===== src/rtl/arc4_pkg.sv =====
// Shared types and sizes for the ARC4 sequencer and its S-memory arbiter.
package arc4_pkg;

    localparam int KEY_W  = 24;
    localparam int ADDR_W = 8;
    localparam int DATA_W = 8;
    localparam int CNT_W  = 32;

    typedef enum logic [2:0] {
        IDLE      = 3'd0,
        INIT_GO   = 3'd1,
        INIT_WAIT = 3'd2,
        KSA_GO    = 3'd3,
        KSA_WAIT  = 3'd4,
        PRGA_GO   = 3'd5,
        PRGA_WAIT = 3'd6
    } sched_state_t;

    typedef enum logic [1:0] {
        PH_NONE = 2'd0,
        PH_INIT = 2'd1,
        PH_KSA  = 2'd2,
        PH_PRGA = 2'd3
    } phase_t;

    function automatic phase_t phase_of(input sched_state_t st);
        phase_t ph;
        case (st)
            INIT_GO, INIT_WAIT: ph = PH_INIT;
            KSA_GO,  KSA_WAIT:  ph = PH_KSA;
            PRGA_GO, PRGA_WAIT: ph = PH_PRGA;
            default:            ph = PH_NONE;
        endcase
        return ph;
    endfunction

endpackage


===== src/rtl/arc4_sched_s_mem_mux.sv =====
// Static S-memory arbiter: forwards the owning engine's port and flags any write
// attempted by an engine that does not own the memory in the current phase.
module s_mem_mux
    import arc4_pkg::*;
(
    input  phase_t              phase,
    input  logic [ADDR_W-1:0]   init_addr,
    input  logic [DATA_W-1:0]   init_wrdata,
    input  logic                init_wren,
    input  logic [ADDR_W-1:0]   ksa_addr,
    input  logic [DATA_W-1:0]   ksa_wrdata,
    input  logic                ksa_wren,
    input  logic [ADDR_W-1:0]   prga_addr,
    input  logic [DATA_W-1:0]   prga_wrdata,
    input  logic                prga_wren,
    output logic [ADDR_W-1:0]   s_addr,
    output logic [DATA_W-1:0]   s_wrdata,
    output logic                s_wren,
    output logic                viol
);

    // Owner select; in PH_NONE every requester is a non-owner.
    always_comb begin
        s_addr   = {ADDR_W{1'b0}};
        s_wrdata = {DATA_W{1'b0}};
        s_wren   = 1'b0;
        viol     = 1'b0;
        case (phase)
            PH_INIT: begin
                s_addr   = init_addr;
                s_wrdata = init_wrdata;
                s_wren   = init_wren;
                viol     = ksa_wren | prga_wren;
            end
            PH_KSA: begin
                s_addr   = ksa_addr;
                s_wrdata = ksa_wrdata;
                s_wren   = ksa_wren;
                viol     = init_wren | prga_wren;
            end
            PH_PRGA: begin
                s_addr   = prga_addr;
                s_wrdata = prga_wrdata;
                s_wren   = prga_wren;
                viol     = init_wren | ksa_wren;
            end
            default: begin
                viol     = init_wren | ksa_wren | prga_wren;
            end
        endcase
    end

endmodule


===== src/rtl/arc4_sched.sv =====
// ARC4 decrypt sequencer: latches a key, runs init -> ksa -> prga through their
// en/rdy handshakes and hands the S memory to whichever phase is active.
module arc4_sched
    import arc4_pkg::*;
(
    input  logic                clk,
    input  logic                rst_n,
    input  logic                en,
    output logic                rdy,
    input  logic [KEY_W-1:0]    key,
    output logic [KEY_W-1:0]    key_q,
    output logic                done,
    output logic                err,
    output logic [CNT_W-1:0]    cyc_count,
    output logic                init_en,
    output logic                ksa_en,
    output logic                prga_en,
    input  logic                init_rdy,
    input  logic                ksa_rdy,
    input  logic                prga_rdy,
    input  logic [ADDR_W-1:0]   init_addr,
    input  logic [ADDR_W-1:0]   ksa_addr,
    input  logic [ADDR_W-1:0]   prga_addr,
    input  logic [DATA_W-1:0]   init_wrdata,
    input  logic [DATA_W-1:0]   ksa_wrdata,
    input  logic [DATA_W-1:0]   prga_wrdata,
    input  logic                init_wren,
    input  logic                ksa_wren,
    input  logic                prga_wren,
    output logic [ADDR_W-1:0]   s_addr,
    output logic [DATA_W-1:0]   s_wrdata,
    output logic                s_wren
);

    sched_state_t           r_state;
    logic                   r_done;
    logic                   r_err;
    logic [CNT_W-1:0]       r_cyc;
    logic [KEY_W-1:0]       r_key;
    logic                   w_viol;
    logic                   w_accept;

    assign w_accept  = (r_state == IDLE) && en;
    assign rdy       = (r_state == IDLE);
    assign init_en   = (r_state == INIT_GO) && init_rdy;
    assign ksa_en    = (r_state == KSA_GO)  && ksa_rdy;
    assign prga_en   = (r_state == PRGA_GO) && prga_rdy;
    assign done      = r_done;
    assign err       = r_err;
    assign cyc_count = r_cyc;
    assign key_q     = r_key;

    s_mem_mux u_mux (
        .phase       (phase_of(r_state)),
        .init_addr   (init_addr),
        .init_wrdata (init_wrdata),
        .init_wren   (init_wren),
        .ksa_addr    (ksa_addr),
        .ksa_wrdata  (ksa_wrdata),
        .ksa_wren    (ksa_wren),
        .prga_addr   (prga_addr),
        .prga_wrdata (prga_wrdata),
        .prga_wren   (prga_wren),
        .s_addr      (s_addr),
        .s_wrdata    (s_wrdata),
        .s_wren      (s_wren),
        .viol        (w_viol)
    );

    // Phase sequencer with key latch, busy-cycle counter, done pulse and sticky error.
    always_ff @(posedge clk or negedge rst_n) begin
        if (!rst_n) begin
            r_state <= IDLE;
            r_done  <= 1'b0;
            r_err   <= 1'b0;
            r_cyc   <= {CNT_W{1'b0}};
            r_key   <= {KEY_W{1'b0}};
        end else begin
            r_done <= 1'b0;
            // Accept outranks a same-cycle violation so a new run starts clean.
            if (w_accept) begin
                r_err <= 1'b0;
            end else if (w_viol) begin
                r_err <= 1'b1;
            end
            if ((r_state != IDLE) && (r_cyc != {CNT_W{1'b1}})) begin
                r_cyc <= r_cyc + {{(CNT_W-1){1'b0}}, 1'b1};
            end
            case (r_state)
                IDLE: begin
                    if (en) begin
                        r_key   <= key;
                        r_cyc   <= {CNT_W{1'b0}};
                        r_state <= INIT_GO;
                    end
                end
                INIT_GO:   if (init_rdy) r_state <= INIT_WAIT;
                INIT_WAIT: if (init_rdy) r_state <= KSA_GO;
                KSA_GO:    if (ksa_rdy)  r_state <= KSA_WAIT;
                KSA_WAIT:  if (ksa_rdy)  r_state <= PRGA_GO;
                PRGA_GO:   if (prga_rdy) r_state <= PRGA_WAIT;
                PRGA_WAIT: begin
                    if (prga_rdy) begin
                        r_state <= IDLE;
                        r_done  <= 1'b1;
                    end
                end
                default:   r_state <= IDLE;
            endcase
        end
    end

endmodule

===== config.mk =====
export PLATFORM = sky130hd
export DESIGN_NAME = arc4_sched
export DESIGN_NICKNAME = d
export VERILOG_FILES = /design/src/rtl/arc4_pkg.sv /design/src/rtl/arc4_sched_s_mem_mux.sv /design/src/rtl/arc4_sched.sv
export SDC_FILE = /design/constraint.sdc
export NUM_CORES = 1
export LEC_CHECK = 0
export BUFFER_PORTS_ARGS = -buffer_cell sky130_fd_sc_hd__clkbuf_2
export CAP_MARGIN = 10
export CORE_ASPECT_RATIO = 0.6
export CORE_MARGIN = 2
export CORE_UTILIZATION = 40
export CTS_CLUSTER_DIAMETER = 80
export DETAILED_ROUTE_END_ITERATION = 6
export PLACE_DENSITY_LB_ADDON = 0.08
export SKIP_LAST_GASP = 1
export SYNTH_ARGS = -nofsm -noshare
export SYNTH_HDL_FRONTEND = slang
export SYNTH_SLANG_ARGS = --single-unit

===== constraint.sdc =====
create_clock -name clk -period 2.2 [get_ports clk]
set_input_delay 0.22 -clock clk [delete_from_list [all_inputs] [get_ports clk]]
set_output_delay 0.22 -clock clk [all_outputs]
set_load 0.05 [all_outputs]

==> flow_summary.json, run 1 <==
{
  "synth_top_family_by_area": "simple AND/OR/NAND/NOR gates",
  "portBuffers": 159,
  "finalWorstSetupSlack_ps": -259.3,
  "place.gp.congestion": 0.8568,
  "endpoint_kind": "primary output",
  "synth_mux_area_frac": 0.03328,
  "grt_max_degree": 44,
  "rsz0062_at_grt": "yes",
  "crit_type": "reg -> out",
  "synth_area_per_cell_um2": 8.565,
  "hold-worst-slack_ps": 74.06,
  "drt_pass1_iterations": 5,
  "vias": 3772,
  "path_max_fanout": 10,
  "yosys.area_share.simple": 0.2859,
  "synthCells": 395,
  "grt_pass1_vias": 3464,
  "drv_slew": 0,
  "violations": "setup timing",
  "cts_buffers": 9,
  "hp-class": "in -> reg",
  "ys_ff_latch": 61,
  "synth_edf_count": 0,
  "seqCellArea_mm2": 0.001536,
  "drive_above_1_share": 0.4325,
  "overflow": 0,
  "hold_viol_final": 0,
  "fmax_mhz": 406.6,
  "multi_input_area_mm2": 0.001893,
  "areaGrowthSynthToFinish_pct": 53.74,
  "wl_per_cell_um": 16.09,
  "drv_cap": 0,
  "whs_path_depth": 3,
  "status": "finished, violations left",
  "irDropWorstVdd_uv": 1159,
  "fin_crit_sh": 1.118,
  "start_kind": "register",
  "post-dp-hpwl_mm": 7.641,
  "fin_skew_ps": 8.854,
  "die_area_mm2": 0.009234,
  "io_pins": 160,
  "synth_compound_area_frac": 0.1646,
  "finalPower_mw": 9.744,
  "die_h_um": 75.24,
  "htreeDepth": 3,
  "clkLatencyLatePin_ps": 330,
  "setup_viol": 17,
  "p_leak_nw": 2.529,
  "grt_pass1_wl_mm": 17.17,
  "finish.instance_area_mm2": 0.005201,
  "rr_worst_depth": 9,
  "critPathArrivalTime_ps": 2240,
  "cts_tree": "done",
  "cts.path.max_buffers": 2,
  "synth.distinct_cells": 43,
  "dp_slack_ps": -51.12,
  "ys_async_sr_fraction": 1.000,
  "num_rows": 25,
  "netlist.top_cell.by_area": "dfrtp_1",
  "viasPerCell": 5.499,
  "clock_sink_count": 61,
  "ys_warn_count": 0,
  "clock-root-buffer": "clkbuf_16",
  "grtUsageTotal": 0.2438,
  "finalCriticalPeriod_ps": 2459,
  "p_per_area_mw_per_mm2": 1873,
  "cp.required_ps": 1980,
  "wl_mm": 11.04,
  "max_slew_margin": 0.5545,
  "antenna_found_initial": 0,
  "core_area_mm2": 0.008039,
  "syn-num-nets": 481,
  "n_antenna_cell": 0,
  "nets": 659,
  "synth_area_leaders": "dfrtp_1, nand2_1, a222oi_1",
  "die_x_um": 122.7,
  "fillers": 671,
  "synthFlopType": "dfrtp_1",
  "ys_seq_area_frac": 0.4512,
  "synth-adder-area-share": 0.01849,
  "synthXorXnorAreaFrac": 0.005178,
  "placedInstanceArea_mm2": 0.004529,
  "netlist.area_leader.share": 0.4512,
  "antenna_left": 0,
  "tightest_slew_ps": 662.1,
  "drt_iter0_drc": 456,
  "netlist_area_mm2": 0.003383,
  "path_clk_slew_ps": 60,
  "utilization": 0.6470,
  "route.detailed.drc": 0,
  "start_util": 0.4209
}
## synthesized netlist by cell type, drive strengths merged (4+ instances only)
cell,instances
and4,6
o21ai,15
or4,8
a222oi,17
dfrtp,61
nand2,101
buf,7
a21oi,20
nand3,13
and2,4
and3,8
nor3,6
nor3b,4
or3,11
nand4,9
ha,5
o31ai,11
nor4,8
clkbuf,20
nand2b,4
inv,8
mux2i,9
nor2,20
## worst max-delay path, cell delays in order (launching register included)
cell      delay, ps
dfrtp_1         400
inv_1           110
xnor2_2         200
inv_2            80
ha_4            190
buf_12          140
a222oi_1        570
nor2_4           50
buf_8           170
## cell type report
cell class / count / area share
inverter: 8 / 0.005773
clock inverter: 4 / 0.009141
timing repair buffer: 194 / 0.2523
tap: 108 / 0.02598
multi-input combinational: 299 / 0.3640
sequential: 61 / 0.2954
clock buffer: 12 / 0.04739
## final timing paths
check | slack (ps) | endpoint | startpoint
min in group asynchronous | 400 | cyc_count[13] | rst_n
setup reg to reg | 130 | key_q[10] | r_state[1]
max in group asynchronous | 1180 | cyc_count[0] | rst_n
hold / removal | 70 | key_q[0] | key[0]
hold reg to reg | 470 | key_q[12] | key_q[12]
setup / recovery | -260 | s_addr[6] | r_state[2]
## through the flow
stage | TNS [ps] | instances
final | -3401 | 686
after global placement | 0 | 657
after global routing | -5310 | 686
after detailed placement | -393.8 | 657
after floorplan | -100.2 | 395
after CTS | -2591 | 682
## cell usage in the layout (no fill, tap or decap), types with 3 or more instances in the layout
cell type,Yosys,routed
o31ai_1,11,11
clkbuf_16,0,9
nand4_1,9,9
and2_1,4,4
nor2_2,0,7
nor2_4,0,10
nor3_1,6,6
a21oi_1,20,20
and3_1,8,8
o21ai_0,15,15
buf_12,0,5
clkbuf_2,0,141
nand3_1,13,13
dfrtp_2,0,8
ha_4,0,3
or3_1,11,11
buf_8,0,4
mux2i_1,9,9
nand2b_1,4,4
and4_1,6,5
or4_1,8,7
buf_4,1,24
nor4_1,8,6
nand2_1,101,99
a222oi_1,17,17
nor3b_1,4,4
nor2_1,20,3
clkbuf_8,0,13
inv_1,7,6
buf_6,0,5
dfrtp_1,61,53
## logic make-up (layout without fill, tap and decap cells)
| group | after synthesis | count (layout) |
|---|---|---|
| simple gates | 202 | 202 |
| mux | 11 | 11 |
| flops | 61 | 61 |
| fa+ha+maj | 5 | 5 |
| buf+inv | 35 | 218 |
| xor+xnor | 2 | 2 |
| compound gates | 79 | 79 |
## per-layer routing
layer	track usage	vias up	wire, um
met5	0	-	0
met4	0.09068	0	163
met3	0.07727	19	977
met2	0.3536	156	4896
met1	0.3425	1787	5004
li1	-	1810	-
## registers in the layout, summed over array words and instances, names as in the netlist
register / count
done: 1
r_state: 3
key_q: 24
cyc_count: 32
err: 1
## repair_timing
action                                  4_1_cts  5_1_grt
hold buffers                                  1        0
pin swaps                                    19       12
cloned                                        1        0
endpoints found under the setup margin       17       28
hold endpoints to repair                     18        0
resized for setup                            43       21
setup buffers                                 7        4
## where the power goes
part / switching [mW] / internal, mW / leakage (nW)
logic: 4.24 / 2.43 / 1.60
registers: 0.249 / 1.44 / 0.788
clock network: 0.489 / 0.903 / 0.143
No activity file was read; power rests on OpenSTA's default activity.
==> run 2: changes to the inputs <==
Settings changed: CORE_UTILIZATION 40 to 42.
==> run 2 against run 1 <==
Sequential share of layout area grew 0.31 points. First-iteration DRC count shrank 14%. The run still ends with setup timing left. Combinational power shrank 4.0%. Cell count shrank 1.0%. Hold slack gained 9.6 ps. Wire length shrank 7.1%. Maximum frequency grew 4.5%. Sequential power is essentially flat. Largest cell class unchanged.
==> flow_summary.json, run 2 (synthesis results as in run 1) <==
{
  "setup_viol": 17,
  "grt_max_degree": 43,
  "cp.required_ps": 1980,
  "htreeDepth": 3,
  "cts.path.max_buffers": 2,
  "viasPerCell": 5.365,
  "dp_slack_ps": -54.78,
  "cts_buffers": 9,
  "crit_type": "reg -> out",
  "wl_mm": 10.26,
  "antenna_left": 0,
  "fin_setup_tns_ps": -1552,
  "rsz0062_at_grt": "yes",
  "clkLatencyLatePin_ps": 320,
  "regToRegStartpoint": "r_state[1]",
  "nets": 652,
  "place_inst": 654,
  "critPathArrivalTime_ps": 2130,
  "die_area_mm2": 0.008813,
  "route.detailed.drc": 0,
  "die_h_um": 73.52,
  "hold_start": "key[0]",
  "irDropWorstVdd_uv": 1098,
  "status": "finished, violations left",
  "endpoint_kind": "primary output",
  "drv_cap": 0,
  "drt_pass1_iterations": 6,
  "fin_skew_ps": 5.747,
  "p_per_area_mw_per_mm2": 1843,
  "cts_tree": "done",
  "clock-root-buffer": "clkbuf_16",
  "grt_pass1_wl_mm": 16.82,
  "portBuffers": 159,
  "n_antenna_cell": 0,
  "grtUsageTotal": 0.2418,
  "drv_slew": 0,
  "p_leak_nw": 2.491,
  "violations": "setup timing",
  "place.gp.congestion": 0.8989,
  "areaGrowthSynthToFinish_pct": 52.37,
  "largest_register_ffs": 32,
  "path_max_fanout": 10,
  "num_rows": 25,
  "final_common_cell": "clkbuf_2",
  "start_kind": "register",
  "core_area_mm2": 0.007851,
  "drive_above_1_share": 0.4291,
  "fmax_mhz": 424.8,
  "layout_common_cells": "clkbuf_2, nand2_1, dfrtp_1, a21oi_1, buf_4",
  "crit_start": "r_state[1]",
  "io_pins": 160,
  "overflow": 0,
  "hp-class": "in -> reg",
  "hold_viol_final": 0,
  "finalCriticalPeriod_ps": 2354,
  "max_slew_margin": 0.6600,
  "vias": 3643,
  "clock_sink_count": 61,
  "tightest_slew_ps": 510.0,
  "final_cells": 679,
  "finalPower_mw": 9.503,
  "start_util": 0.4309,
  "grt_pass1_vias": 3449,
  "fin_crit_sh": 1.070,
  "finalWorstSetupSlack_ps": -154.3,
  "die_x_um": 119.9,
  "antenna_found_initial": 0,
  "path_clk_slew_ps": 60,
  "hold-worst-slack_ps": 83.61,
  "wl_per_cell_um": 15.10,
  "post-dp-hpwl_mm": 7.347,
  "drt_iter0_drc": 393
}
[run 2: changes by cell type in the layout (fill, tap and decap cells not counted), sizes merged]
cell / before / now
clkbuf: 166 / 158
buf: 39 / 37
inv: 8 / 9
clkinvlp: 1 / 3
[run 2: critical path, cell delays in order (launching register included)]
cell	delay (ps)
dfrtp_2	440
xor2_2	200
buf_4	150
ha_4	170
buf_12	140
a222oi_1	490
nor2_4	50
buf_8	160
[run 2: area by class of cell]
type	instances	area (um^2)
flip-flops and latches	61	1539
fillers	693	2696
multi-input cells	299	1873
clock inverters	7	75.07
clock buffers	9	225.2
well taps	108	135.1
inverters	8	30.03
repair buffers	187	1277
[run 2: what timing repair did]
item,4_1_cts,5_1_grt
endpoints found under the hold margin,32,0
setup buffers,5,2
pin swaps,17,14
hold buffers,1,0
resized for setup,42,18
endpoints found under the setup margin,17,27
cloned,1,0
[run 2: metrics by stage]
step / util / area, um^2
floorplan: - / 3501
global placement: 0.5788 / 4544
detailed placement: 0.5788 / 4544
CTS: 0.6491 / 5096
global route: 0.6566 / 5155
finish: 0.6566 / 5155
[run 2: worst paths after layout]
kind	end	slack [ps]	cells past startpoint
hold reg to reg	key_q[11]	470	2
hold / removal	key_q[0]	80	3
min in group asynchronous	cyc_count[18]	260	2
max in group asynchronous	key_q[12]	1350	3
setup / recovery	s_wrdata[2]	-150	7
setup reg to reg	cyc_count[28]	100	7
[run 2: report_power, final]
| group | switching, mW | total, mW | internal [mW] |
|---|---|---|---|
| Combinational | 4.14 | 6.40 | 2.27 |
| Clock | 0.529 | 1.41 | 0.879 |
| Sequential | 0.250 | 1.69 | 1.44 |
| Total | 4.92 | 9.50 | 4.58 |
[run 2: metal layers]
layer | vias up | global-route usage | part of all wire | wire [um]
met2 | 118 | 0.3638 | 0.45 | 4638
met3 | 4 | 0.06599 | 0.063 | 644
met5 | - | 0 | 0 | 0
met1 | 1725 | 0.3452 | 0.48 | 4930
li1 | 1796 | - | - | -
met4 | 0 | 0.06536 | 0.0039 | 40
